### config.mk
export PLATFORM = sky130hd
export DESIGN_NAME = coriolis_ker1_subker1_y_skid_flat
export DESIGN_NICKNAME = d
export VERILOG_FILES = /design/src/rtl/coriolis_ker1_subker1_y_skid_if.sv /design/src/rtl/coriolis_ker1_subker1_y_skid.sv /design/src/flat_wrapper.sv
export SDC_FILE = /design/constraint.sdc
export NUM_CORES = 1
export LEC_CHECK = 0
export ABC_AREA = 1
export CORE_ASPECT_RATIO = 0.7
export CORE_MARGIN = 2
export CORE_UTILIZATION = 35
export DETAILED_ROUTE_END_ITERATION = 12
export GPL_ROUTABILITY_DRIVEN = 0
export REMOVE_ABC_BUFFERS = 1
export SYNTH_ARGS = -nofsm -noshare
export SYNTH_HDL_FRONTEND = slang
export SYNTH_SLANG_ARGS = --single-unit
### constraint.sdc
create_clock -name clk -period 2.3 [get_ports clk]
set_input_delay 0.46 -clock clk [delete_from_list [all_inputs] [get_ports clk]]
set_output_delay 0.46 -clock clk [all_outputs]
set_load 0.05 [all_outputs]
### src/rtl/coriolis_ker1_subker1_y_skid_if.sv
// Stream bundle for the delay-buffer receive FIFO: upstream write side, downstream read side, occupancy.
// slave = FIFO view, master = the driving environment's view.
interface coriolis_ker1_subker1_y_skid_if #(
    parameter int STREAMW = 34,
    parameter int DEPTH   = 4
);
    logic                    ivalid;
    logic                    iready;
    logic [STREAMW-1:0]      idata;
    logic                    ovalid;
    logic                    oready;
    logic [STREAMW-1:0]      odata;
    logic [$clog2(DEPTH):0]  count;

    modport slave (
        input  ivalid, idata, oready,
        output iready, ovalid, odata, count
    );

    modport master (
        output ivalid, idata, oready,
        input  iready, ovalid, odata, count
    );
endinterface

### src/rtl/coriolis_ker1_subker1_y_skid.sv
// Elastic receive FIFO for the delay-buffer stream (DEPTH entries, strict order, CORIOLIS_SKID_FWFT_EN adds an empty bypass).
// Latency: 1 cycle write-to-ovalid by default; 0 cycles through the bypass when CORIOLIS_SKID_FWFT_EN is defined.
// Backpressure: iready depends on registered occupancy only, so a full FIFO refuses writes even while it is being read.
module coriolis_ker1_subker1_y_skid #(
    parameter int STREAMW = 34,
    parameter int DEPTH   = 4
) (
    input  logic                               clk,
    input  logic                               rst,
    coriolis_ker1_subker1_y_skid_if.slave      bus
);
    localparam int PTRW = $clog2(DEPTH);
    localparam int CNTW = PTRW + 1;

    logic [STREAMW-1:0] mem_q [DEPTH];
    logic [PTRW-1:0]    wr_ptr_q, wr_ptr_d;
    logic [PTRW-1:0]    rd_ptr_q, rd_ptr_d;
    logic [CNTW-1:0]    count_q, count_d;
    // Holds iready low through reset and for the first edge after release.
    logic               rdy_en_q, rdy_en_d;

    logic               empty;
    logic               iready;
    logic               ovalid;
    logic [STREAMW-1:0] odata;
    logic               store;
    logic               pop;

    always_comb begin
        empty  = (count_q == '0);
        iready = rdy_en_q && (count_q < CNTW'(DEPTH));
`ifdef CORIOLIS_SKID_FWFT_EN
        ovalid = !empty || (rdy_en_q && bus.ivalid);
        odata  = empty ? bus.idata : mem_q[rd_ptr_q];
        // A word offered to an empty FIFO that is taken downstream at once is never stored.
        store  = bus.ivalid && iready && !(empty && bus.oready);
`else
        ovalid = !empty;
        odata  = mem_q[rd_ptr_q];
        store  = bus.ivalid && iready;
`endif
        pop    = !empty && bus.oready;
    end

    always_comb begin
        rdy_en_d = 1'b1;
        wr_ptr_d = wr_ptr_q;
        rd_ptr_d = rd_ptr_q;
        count_d  = count_q;
        if (store) begin
            wr_ptr_d = wr_ptr_q + PTRW'(1);
        end
        if (pop) begin
            rd_ptr_d = rd_ptr_q + PTRW'(1);
        end
        case ({store, pop})
            2'b10:   count_d = count_q + CNTW'(1);
            2'b01:   count_d = count_q - CNTW'(1);
            default: count_d = count_q;
        endcase
    end

    always_ff @(posedge clk or negedge rst) begin
        if (!rst) begin
            rdy_en_q <= 1'b0;
            wr_ptr_q <= '0;
            rd_ptr_q <= '0;
            count_q  <= '0;
        end else begin
            rdy_en_q <= rdy_en_d;
            wr_ptr_q <= wr_ptr_d;
            rd_ptr_q <= rd_ptr_d;
            count_q  <= count_d;
        end
    end

    // Storage is deliberately left unreset; the pointers alone define what is valid.
    always_ff @(posedge clk) begin
        if (store) begin
            mem_q[wr_ptr_q] <= bus.idata;
        end
    end

    assign bus.iready = iready;
    assign bus.ovalid = ovalid;
    assign bus.odata  = odata;
    assign bus.count  = count_q;
endmodule
### src/flat_wrapper.sv
// flat-port wrapper written by rule: the top's interface ports become plain ports
module coriolis_ker1_subker1_y_skid_flat 
#(
    parameter int STREAMW = 34,
    parameter int DEPTH   = 4
)
  (clk, rst, bus_ivalid, bus_idata, bus_oready, bus_iready, bus_ovalid, bus_odata, bus_count);
  coriolis_ker1_subker1_y_skid_if #(.STREAMW(STREAMW), .DEPTH(DEPTH)) bus_i ();
  input  logic clk;
  input  logic rst;
  input wire logic [$bits(bus_i.ivalid)-1:0] bus_ivalid;
  input wire logic [$bits(bus_i.idata)-1:0] bus_idata;
  input wire logic [$bits(bus_i.oready)-1:0] bus_oready;
  output wire logic [$bits(bus_i.iready)-1:0] bus_iready;
  output wire logic [$bits(bus_i.ovalid)-1:0] bus_ovalid;
  output wire logic [$bits(bus_i.odata)-1:0] bus_odata;
  output wire logic [$bits(bus_i.count)-1:0] bus_count;
  assign bus_i.ivalid = bus_ivalid;
  assign bus_i.idata = bus_idata;
  assign bus_i.oready = bus_oready;
  assign bus_iready = bus_i.iready;
  assign bus_ovalid = bus_i.ovalid;
  assign bus_odata = bus_i.odata;
  assign bus_count = bus_i.count;
  coriolis_ker1_subker1_y_skid #(.STREAMW(STREAMW), .DEPTH(DEPTH)) u_core (.clk(clk), .rst(rst), .bus(bus_i));
endmodule
======== After elaboration in Yosys (flattened, before gate mapping) ========
Memory sizes are Yosys's and may differ from the RTL's.
Cells that the tools add are included.
storage, ports and cells
  word-level logic and storage cells ...... 21
  input port bits ......................... 38
  memories ................................ 1
  bits in registers ....................... 8
  output and inout port bits .............. 39
  RAM bits ................................ 136
memory list
  memory        depth  width  rd ports  clocked after memory_dff  wr ports  line                                text
  u_core.mem_q  4      34     1         0                         1         coriolis_ker1_subker1_y_skid.sv:15  logic [STREAMW-1:0] mem_q [DEPTH];
cells by class
  order comparisons ....................... 1
  reduce and logical (&&, ||, !) cells .... 6
  eq/ne operators ......................... 2
  mux-type cells .......................... 3
  add/sub/neg operators ................... 4
operator list
  kind                                                                count
  3-bit case mux with 2 select lines                                  1
  2-bit by 1-bit adder with 2-bit output, second input constant       2
  3-bit by 1-bit adder with 3-bit output, second input constant       1
  1-bit logical AND                                                   3
  3-bit logical NOT                                                   1
  3-bit less-than comparator, second input constant                   1
  3-bit by 1-bit subtractor with 3-bit output, second input constant  1
  2-bit by 1-bit == test with 1-bit output, second input constant     1
  2-bit == test, second input constant                                1
  1-bit two-way mux                                                   2
  2-bit nonzero test                                                  1
  1-bit logical NOT                                                   1

======== Logic depth before layout (Yosys ltp) ========
Gate-level depths: netlist (run 1).
  depth in word-level cells ............... 5
  depth in mapped cells ................... 12
  mapped depth without buffers ............ 12

======== Worst setup path before layout (run 1) ========
OpenSTA, ideal clock, no wires.
  path kind ............................... register to register
  from .................................... reg u_core.count_q[2], in the netlist u_core.bus.count[2]
  to ...................................... mem u_core.mem_q[0][0] (enable)
  path buffers ............................ 0
  period minus slack after synthesis ...... 2.789 ns
  setup slack ............................. -0.489 ns
  library setup time ...................... 0.425 ns
  cell stages (with the launch flop) ...... 4
  data required time ...................... 1.875 ns
  arrival ................................. 2.364 ns
  cells stage by stage .................... dfrtp_1 > inv_1 > nand3_2 > nor2_1
between the ends
  longest elaborated chain between the ends .. 5
RTL lines
  element                                  line                                text
  from (decl)                              coriolis_ker1_subker1_y_skid.sv:18  logic [CNTW-1:0] count_q, count_d;
  from (signal assigned)                   coriolis_ker1_subker1_y_skid.sv:73  count_q <= count_d;
  3-bit less-than comparator               coriolis_ker1_subker1_y_skid.sv:31  iready = rdy_en_q && (count_q < CNTW'(DEPTH));
  1-bit logical AND                        coriolis_ker1_subker1_y_skid.sv:31
  1-bit logical AND                        coriolis_ker1_subker1_y_skid.sv:40  store = bus.ivalid && iready;
  1-bit two-way mux                        coriolis_ker1_subker1_y_skid.sv:79  if (store) begin
  1-bit two-way mux (not written as such)  coriolis_ker1_subker1_y_skid.sv:80  mem_q[wr_ptr_q] <= bus.idata;
  to (decl)                                coriolis_ker1_subker1_y_skid.sv:15
Every way passes these cells.

======== Final worst setup path (run 1) ========
  from .................................... reg u_core.count_q[2], in the netlist u_core.bus.count[2]
  to ...................................... out bus_iready
between the ends
  longest elaborated chain between the ends .. 2
RTL lines
  element                     line                                text
  3-bit less-than comparator  coriolis_ker1_subker1_y_skid.sv:31
  1-bit logical AND           coriolis_ker1_subker1_y_skid.sv:31
  to (decl)                   flat_wrapper.sv:14                  output wire logic [$bits(bus_i.iready)-1:0] bus_iready;
Every way passes these cells.

==> results of run 1 <==
metal layers:
layer,global-route usage [%],share of wire [%],vias to the layer above
li1,-,-,1754
met1,19.3,50,1684
met2,20.9,44,88
met3,3.56,4.9,11
met4,3.82,0.79,0
met5,0,0,-
placed cells by master (no fill, tap or decap), drive strengths merged, types with 6 or more instances in the layout:
cell type | Yosys | final
edfxtp | 136 | 136
nand2 | 115 | 115
inv | 84 | 86
o211ai | 68 | 68
buf | 21 | 50
clkdlybuf4s50 | 0 | 41
clkbuf | 1 | 20
dfrtp | 8 | 8
clkinvlp | 0 | 6
nor2 | 6 | 6
worst max-delay path, stage by stage, from the launching register on:
cell and delay, ns:
dfrtp_1 0.42, nor2_1 0.11, clkdlybuf4s50_1 0.80
kinds of logic after synthesis:
logic type               count (synthesis)
AO/OA/AOI/OAI                           70
XOR/XNOR                                 2
other                                    1
AND/OR/NAND/NOR                        127
buffers and inverters                  106
flip-flops                             144
adder cells (fa/ha/maj)                  6
area by class of cell:
type | instances | area [sq um] | area share [%]
flip-flops and latches | 144 | 4290 | 57.2
inverters | 84 | 323 | 4.31
clock buffers | 20 | 447 | 5.97
well taps | 225 | 282 | 3.76
clock inverters | 12 | 111 | 1.49
multi-input cells | 206 | 1140 | 15.3
repair buffers | 92 | 890 | 11.9
repair inverters | 1 | 5.00 | 0.0668
worst paths after layout:
path                                                  from                               to  slack [ns]
setup / recovery           u_core.bus.count[2]$_DFFE_PN0P_                       bus_iready        0.10
max in group asynchronous                              rst   u_core.rd_ptr_q[0]$_DFFE_PN0P_        1.68
hold reg to reg            u_core.bus.count[0]$_DFFE_PN0P_  u_core.bus.count[0]$_DFFE_PN0P_        0.51
min in group clk           u_core.bus.count[0]$_DFFE_PN0P_  u_core.bus.count[0]$_DFFE_PN0P_        0.51
hold / removal                                         rst        u_core.rdy_en_q$_DFF_PN0_        0.33
setup reg to reg           u_core.bus.count[2]$_DFFE_PN0P_  u_core.bus.count[2]$_DFFE_PN0P_        0.46
sequential cells by signal (all words and copies together), names as in the netlist:
name and flops:
u_core.rdy_en_q 1, u_core.bus.count 3, u_core.mem_q 136, u_core.wr_ptr_q 2, u_core.rd_ptr_q 2
what timing repair did:
| item | in CTS | in global routing |
|---|---|---|
| cloned | 0 | 1 |
| hold buffers | 0 | 0 |
| resized for setup | 2 | 5 |
| endpoints found under the setup margin | 3 | 11 |
synth_stat cells:
| cell | n |
|---|---|
| a21oi_1 | 1 |
| inv_2 | 2 |
| buf_6 | 14 |
| o21ai_0 | 1 |
| nand4_1 | 1 |
| edfxtp_1 | 136 |
| inv_1 | 82 |
| nand3_2 | 1 |
| clkbuf_1 | 1 |
| buf_2 | 7 |
| nor2_1 | 6 |
| ha_1 | 5 |
| fa_1 | 1 |
| nand3_1 | 4 |
| o211ai_1 | 68 |
| conb_1 | 1 |
| nand2_1 | 115 |
| xor2_1 | 1 |
| dfrtp_1 | 8 |
| xnor2_1 | 1 |
power by group:
group	total (W)	internal [W]	switching (W)
combinational	0.00446	0.00132	0.00315
clock	0.00256	0.00152	0.00104
sequential	0.00326	0.00315	0.000110
total	0.0103	0.00598	0.00430
through the flow:
step	setup TNS, ns	hold WS (ns)	total power [W]
after floorplan	-72.84	0.164	0.00622
after global placement	0	0.489	0.00773
after detailed placement	0	0.490	0.00778
after CTS	0	0.323	0.0104
after global routing	0	0.348	0.0108
final	0	0.329	0.0103
==> run_results.csv, run 1 <==
group,metric,value,unit
status,outcome,"finished clean",
synth,syn_area,5910,sq um
sta,final-hold-violation-count,0,
synth,synth_cells,456,
grt,grt-ovfl-total,0,
clock_tree,cts_htree_levels,4,
synth,synth_fa_ha_area_share,1.40,%
sta,slew_viol_final,0,
grt,antenna_found_initial,0,
worst_setup_path,crit_fanout,4,
floorplan,core_area,16400,sq um
sta,min_period,2.20,ns
grt,grt_pass1_wl,18700,um
sta,setup_ws,0.105,ns
floorplan,die_w,159,um
layout,layout.cells.non_filler,784,
placement,place_ws,0.155,ns
sta,rsz0062_at_grt,"no",
grt,grt_pass1_vias,3540,
clock_tree,cts_inserted_buffers,17,
worst_setup_path,crit_required,1.84,ns
worst_setup_path,critPathKind,"flop to output port",
synth,synth_mux_area_share,0,%
worst_setup_path,cp.arrival,1.74,ns
floorplan,dieArea,18000,sq um
synth,synth_warnings,0,
grt,grt_usage,13.6,%
layout,finalNetCount,590,
clock_tree,post_cts_buffers,0,
sta,period_share,95.4,%
synth,synth-compound-area-share,8.81,%
placement,portBuffers,76,
min_path,hold_class,"primary input to async pin",
synth,synthSimpleGateAreaFrac,8.30,%
worst_setup_path,reg2reg_depth,11,
layout,design_area,7490,sq um
route,post_drt_wl_per_cell,14.9,um
layout,fin_util,45.5,%
route,first_iter_violations,235,
layout,nFillCells,1489,
layout,drive_gt1_share,15.9,%
sta,setup_viol_count_final,0,
route,wirelength,11700,um
synth,ys_types,20,
placement,dpl.hpwl,7500,um
synth,seq_area_frac_synth,72.5,%
power,cellLeakagePower,2.94,nW
synth,synth_seq_cells,144,
synth,synth_top_family_by_area,"compound AO/OA/AOI/OAI gates",
synth,yosysTopAreaCell,"edfxtp_1",
grt,grt_start_max_net_pins,37,
floorplan,ioPinCount,77,
route,first_pass_iters,4,
power,peakVddDrop,0.810,mV
floorplan,rows,39,
floorplan,start_util,35.9,%
route,num_vias,3537,
synth,synth_xor_area_share,0.296,%
route,via_per_inst,4.51,
clock_tree,clock_latency,0.41,ns
synth,synth.avg_cell_area,13.0,sq um
clock_tree,clk_pin_slew_worst_paths,0.06,ns
route,drc,0,
power,p_per_area,1370,nW/um^2
clock_tree,cts_root_buf,"clkbuf_16",
route,final_antenna_net_count,0,
sta,skew,0.00705,ns
sta,max_clock_freq,456,MHz
clock_tree,cts_tree,"built",
synth,yosys-top-cells-area,"edfxtp_1 69%, o211ai_1 8.6%, nand2_1 7.3%, inv_1 5.2%, dfrtp_1 3.4%",
worst_setup_path,critPathLaunchType,"flop",
placement,dp.cells,751,
flow_run,cap_violations,0,
synth,synth_top_area_share,69.1,%
clock_tree,cts_max_path_buffers,2,
layout,diodes,0,
layout,area_delta_synth_final,26.7,%
placement,dpl_cell_area,6910,sq um
clock_tree,cts_sinks,144,
floorplan,die_h,113,um
worst_setup_path,end_kind,"output port",
No activity file was read; power rests on OpenSTA's default activity.
==> inputs of run 2 (changes only) <==
--- a/config.mk
+++ b/config.mk
@@ -11,6 +11,7 @@
 export CORE_UTILIZATION = 35
 export DETAILED_ROUTE_END_ITERATION = 12
 export GPL_ROUTABILITY_DRIVEN = 0
+export GPL_TIMING_DRIVEN = 0
 export REMOVE_ABC_BUFFERS = 1
 export SYNTH_ARGS = -nofsm -noshare
 export SYNTH_HDL_FRONTEND = slang
==> run 2 against run 1 <==
  * Clock skew up 0.0027 ns
  * Register-to-register slack got worse by 0.12 ns
  * Largest power group unchanged
  * Wire length grew 9.8%
  * Maximum frequency shrank 4.5%
  * Utilization rose by 0.81 points
  * Total power is 4.1% higher
  * Critical path type unchanged
  * Sequential share of layout area shrank 0.91 points
==> run_results.csv, run 2 (same netlist as run 1, synthesis figures left out) <==
group,metric,value,unit
status,outcome,"finished clean",
layout,layout_common_cells,"136 x edfxtp_1, 113 x nand2_1, 82 x inv_1, 68 x o211ai_1, 41 x clkdlybuf4s50_1",
power,cellLeakagePower,2.99,nW
route,post_drt_wl_per_cell,16.4,um
power,pwr-share-comb,44.1,%
placement,dpl_cell_area,6910,sq um
floorplan,dieArea,18000,sq um
floorplan,rows,39,
power,switchingPower,0.00451,W
power,p_sw_share,42.1,%
layout,largest_reg_flops,136,
sta,worst_pin_slew,0.669,ns
flow_run,cap_violations,0,
clock_tree,cts_inserted_buffers,17,
layout,finalNetCount,591,
floorplan,core_area,16400,sq um
power,pwr-share-seq,31.3,%
sta,final-hold-violation-count,0,
placement,dpl.hpwl,6800,um
route,first_pass_iters,5,
worst_setup_path,startpoint,"u_core.rd_ptr_q[0]$_DFFE_PN0P_",
grt,grt-ovfl-total,0,
sta,rsz0062_at_grt,"yes",
worst_setup_path,timing.rr.start,"u_core.bus.count[2]$_DFFE_PN0P_",
route,wirelength,12900,um
route,drc,0,
clock_tree,cts_sinks,144,
clock_tree,clock_latency,0.40,ns
layout,nFillCells,1496,
placement,portBuffers,76,
layout,drive_gt1_share,16.6,%
floorplan,start_util,35.9,%
power,p_per_area,1400,nW/um^2
worst_setup_path,critPathLaunchType,"flop",
route,via_per_inst,4.59,
grt,antenna_found_initial,0,
grt,grt_start_max_net_pins,38,
sta,timing.slew.headroom,55.3,%
clock_tree,cts_tree,"built",
floorplan,ioPinCount,77,
layout,regMostFlops,"u_core.mem_q",
route,num_vias,3605,
floorplan,die_w,159,um
worst_setup_path,cp.arrival,1.84,ns
clock_tree,cts_htree_levels,4,
grt,grt_pass1_wl,19500,um
clock_tree,cts_root_buf,"clkbuf_16",
worst_setup_path,crit_required,1.84,ns
sta,period_share,99.9,%
sta,skew,0.00976,ns
layout,fin_util,46.3,%
sta,max_clock_freq,435,MHz
grt,grt_pass1_vias,3516,
sta,slew_viol_final,0,
route,first_iter_violations,201,
sta,whs,0.350,ns
layout,area_delta_synth_final,28.9,%
route,final_antenna_net_count,0,
grt,grt_usage,14.5,%
worst_setup_path,crit_fanout,18,
layout,diodes,0,
worst_setup_path,critPathKind,"flop to output port",
layout,design_area,7620,sq um
layout,layout.cells.most_common,"edfxtp_1",
power,internal_power,0.00619,W
floorplan,die_h,113,um
clock_tree,clk_pin_slew_worst_paths,0.06,ns
sta,min_period,2.30,ns
min_path,hold_class,"primary input to async pin",
sta,setup_viol_count_final,0,
power,p_clk_share,24.6,%
power,peakVddDrop,0.938,mV
worst_setup_path,end_kind,"output port",
clock_tree,cts_max_path_buffers,2,
==> run 2: changes by cell type in the layout (fill, tap and decap cells not counted), moves of 4 or more <==
cell / change
buf_16: +5
buf_2: +15
buf_12: -4
buf_4: -27
buf_6: +8
==> run 2: routing by layer <==
metal  global-route usage (%)  routed length, um
met1                     19.2               6080
met2                     24.0               6270
met3                     3.96                466
met4                     3.64                 40
met5                        0                  0
==> run 2: timing repair <==
item	4_1_cts	5_1_grt
resized for setup	175	44
hold buffers	0	0
endpoints found under the hold margin	0	0
pin swaps	2	2
cloned	4	2
endpoints found under the setup margin	35	32
setup buffers	2	5
==> run 2: worst paths after layout <==
check | slack, ns | end | cells after the start
max | 0.002 | bus_odata[10] | 5
min | 0.35 | u_core.rdy_en_q$_DFF_PN0_ | 1
max reg2reg | 0.34 | u_core.mem_q[3][32]$_DFFE_PP_ | 4
min reg2reg | 0.51 | u_core.bus.count[0]$_DFFE_PN0P_ | 1
max in group asynchronous | 1.63 | u_core.rd_ptr_q[1]$_DFFE_PN0P_ | 1
min in group clk | 0.51 | u_core.bus.count[0]$_DFFE_PN0P_ | 1
==> run 2: worst max-delay path, stage by stage (launching register included) <==
cell and delay [ns]:
dfrtp_4 0.62, inv_16 0.10, buf_16 0.18, o211ai_1 0.21
nand2_1 0.13, buf_6 0.18
==> run 2: final cells by class <==
class	count	area, sq um	share of cell area (%)
flip-flops and latches	144	4290	56.3
multi-input cells	206	1150	15.1
repair buffers	91	946	12.4
clock buffers	18	429	5.63
inverters	84	348	4.56
well taps	225	282	3.69
clock inverters	14	140	1.84
repair inverters	3	33.8	0.443
==> run 2: through the flow <==
stage               total power, W  instances  TNS, ns  worst slack [ns]
floorplan                  0.00622        434   -72.84            -0.489
CTS                         0.0107        778        0           0.00422
detailed placement         0.00777        740   -29.37            -0.840
global placement           0.00761        735  -313.63             -1.96
finish                      0.0107        785        0           0.00244
global route                0.0112        785   -0.622           -0.0760
==> run 2: power groups by stage <==
| stage | logic [W] | clock network (W) | registers (W) |
|---|---|---|---|
| 3_3_place_gp | 0.00420 | 0 | 0.00341 |
| 6_report | 0.00472 | 0.00263 | 0.00335 |
| 5_1_grt | 0.00505 | 0.00281 | 0.00337 |
| 2_1_floorplan | 0.00279 | 0 | 0.00343 |
| 3_5_place_dp | 0.00436 | 0 | 0.00341 |
| 4_1_cts | 0.00462 | 0.00268 | 0.00336 |
==> inputs of run 3 (changes only) <==
--- a/config.mk
+++ b/config.mk
@@ -7,8 +7,8 @@
 export LEC_CHECK = 0
 export ABC_AREA = 1
 export CORE_ASPECT_RATIO = 0.7
-export CORE_MARGIN = 2
 export CORE_UTILIZATION = 35
+export CTS_CLUSTER_SIZE = 10
 export DETAILED_ROUTE_END_ITERATION = 12
 export GPL_ROUTABILITY_DRIVEN = 0
 export GPL_TIMING_DRIVEN = 0
==> run 3 against run 2 <==
  * Global-route usage grew 0.83 points
  * Count of clock-buffer cells in the layout shrank 1
  * Largest cell class unchanged
  * Non-clock buffer count grew 2
  * Die area shrank 3.0%
  * Maximum frequency grew 3.4%
  * Via count grew 0.50%
  * Largest power group unchanged
  * Sequential cell count is the same
  * Cell area grew 0.92%
  * Critical path depth is the same
  * Register-to-register slack lost 0.02 ns
  * Sequential share of layout area shrank 0.51 points
  * Wire length shrank 0.47%
==> run_results.csv, run 3 (same netlist as run 1, synthesis figures left out) <==
group,metric,value,unit
status,outcome,"finished clean",
route,num_vias,3623,
route,route.met3.wl,858,um
min_path,hold_class,"primary input to async pin",
power,peakVddDrop,0.758,mV
layout,design_area,7690,sq um
clock_tree,cts_max_path_buffers,2,
layout,diodes,0,
layout,regMostFlops,"u_core.mem_q",
power,cellLeakagePower,3.04,nW
grt,grt_usage,15.3,%
sta,slew_viol_final,0,
sta,min_period,2.22,ns
layout,finalNetCount,593,
layout,layout_common_cells,"136 x edfxtp_1, 115 x nand2_1, 82 x inv_1, 68 x o211ai_1, 41 x clkdlybuf4s50_1",
route,final_antenna_net_count,0,
route,met2WireLength,6070,um
grt,grt_pass1_vias,3532,
sta,setup_viol_count_final,0,
worst_setup_path,critPathKind,"flop to output port",
route,drc,0,
layout,drive_gt1_share,16.7,%
worst_setup_path,cp.arrival,1.76,ns
clock_tree,clock_latency,0.42,ns
flow_run,cap_violations,0,
worst_setup_path,crit_required,1.84,ns
grt,grt-ovfl-total,0,
floorplan,die_h,111,um
route,via_per_inst,4.60,
clock_tree,cts_inserted_buffers,17,
sta,timing.slew.headroom,53.8,%
route,wl_met1,5700,um
route,routed.top_layer,"met4",
floorplan,ioPinCount,77,
floorplan,die_w,157,um
sta,worst_pin_slew,0.692,ns
sta,setup_ws,0.0788,ns
placement,dpl.hpwl,6600,um
sta,rsz0062_at_grt,"no",
clock_tree,cts_tree,"built",
worst_setup_path,path_delay_family,"flip-flops",
worst_setup_path,crit_path_top_delay_cell,"dfrtp_4",
placement,dp.cells,740,
worst_setup_path,critPathBufInv,3,
layout,seq_area,4290,sq um
sta,period_share,96.6,%
layout,layout.cells.most_common,"edfxtp_1",
sta,tns,0,ns
floorplan,rows,39,
clock_tree,postCtsHoldBufs,0,
placement,place_ws,-0.880,ns
grt,grt_start_max_net_pins,38,
layout,area_delta_synth_final,30.1,%
floorplan,core_area,16400,sq um
clock_tree,cts_sinks,144,
route,wirelength,12800,um
worst_setup_path,critPathLaunchType,"flop",
worst_setup_path,crit_fanout,16,
grt,antenna_found_initial,0,
route,first_iter_violations,219,
power,p_per_area,1410,nW/um^2
sta,max_clock_freq,450,MHz
placement,portBuffers,76,
route,first_pass_iters,6,
placement,dpl_cell_area,6930,sq um
layout,multi_input_area,1140,sq um
clock_tree,cts_root_buf,"clkbuf_16",
layout,layout.cells.non_filler,787,
clock_tree,clk_pin_slew_worst_paths,0.06,ns
route,post_drt_wl_per_cell,16.3,um
worst_setup_path,cp_cell_sequence,"buf_4, inv_6, o211ai_1, nand2_1, buf_2",
worst_setup_path,end_kind,"output port",
layout,nFillCells,1469,
worst_setup_path,max_stage_delay,0.57,ns
layout,largest_reg_flops,136,
clock_tree,cts_htree_levels,4,
grt,grt_pass1_wl,19200,um
floorplan,dieArea,17400,sq um
sta,skew,0.00546,ns
floorplan,start_util,36.1,%
sta,final-hold-violation-count,0,
## run 3: path summary, 6_finish.rpt
check	from	endpoint	slack, ns	cells past startpoint
min in group clk	u_core.bus.count[0]$_DFFE_PN0P_	u_core.bus.count[0]$_DFFE_PN0P_	0.51	1
hold / removal	rst	u_core.bus.count[1]$_DFFE_PN0P_	0.32	1
setup reg to reg	u_core.bus.count[2]$_DFFE_PN0P_	u_core.mem_q[2][25]$_DFFE_PP_	0.32	4
setup / recovery	u_core.rd_ptr_q[0]$_DFFE_PN0P_	bus_odata[27]	0.08	5
hold reg to reg	u_core.bus.count[0]$_DFFE_PN0P_	u_core.bus.count[0]$_DFFE_PN0P_	0.51	1
max in group asynchronous	rst	u_core.rd_ptr_q[0]$_DFFE_PN0P_	1.68	1
## run 3: layout make-up
| type | instances | share of cell area [%] |
|---|---|---|
| Timing Repair Buffer | 93 | 13.0 |
| Clock buffer | 17 | 5.53 |
| Sequential cell | 144 | 55.8 |
| Inverter | 84 | 4.52 |
| Tap cell | 225 | 3.66 |
| Clock inverter | 15 | 2.20 |
| Timing Repair inverter | 3 | 0.439 |
| Multi-Input combinational cell | 206 | 14.9 |
## run 3: through the flow
step	utilization (%)	hold WS, ns	power, W
2_1_floorplan	-	0.164	0.00622
3_3_place_gp	41.2	0.486	0.00762
3_5_place_dp	42.3	0.500	0.00778
4_1_cts	46.4	0.314	0.0107
5_1_grt	46.9	0.332	0.0114
6_report	46.9	0.321	0.0109
## run 3: what timing repair did
item | 4_1_cts | 5_1_grt
gates cloned | 4 | 3
pin swaps | 0 | 1
gates resized for setup | 176 | 43
buffers inserted | 5 | 3
setup endpoints to repair | 35 | 24
## run 3: worst register-to-register path: cells and delay by family (launching register included)
kind | cells | cell delay, ns
buffers and inverters | 2 | 0.37
AND/OR/NAND/NOR | 2 | 0.90
flip-flops | 1 | 0.40
## run 3: metal layers
metal,vias to the layer above,global-route usage [%]
li1,1763,-
met1,1744,19.9
met2,101,24.2
met3,15,5.04
met4,0,4.92
met5,-,0
## run 3: where the power goes
part | switching, W | internal, W
registers | 0.000166 | 0.00316
logic | 0.00330 | 0.00148
clock network | 0.00106 | 0.00170
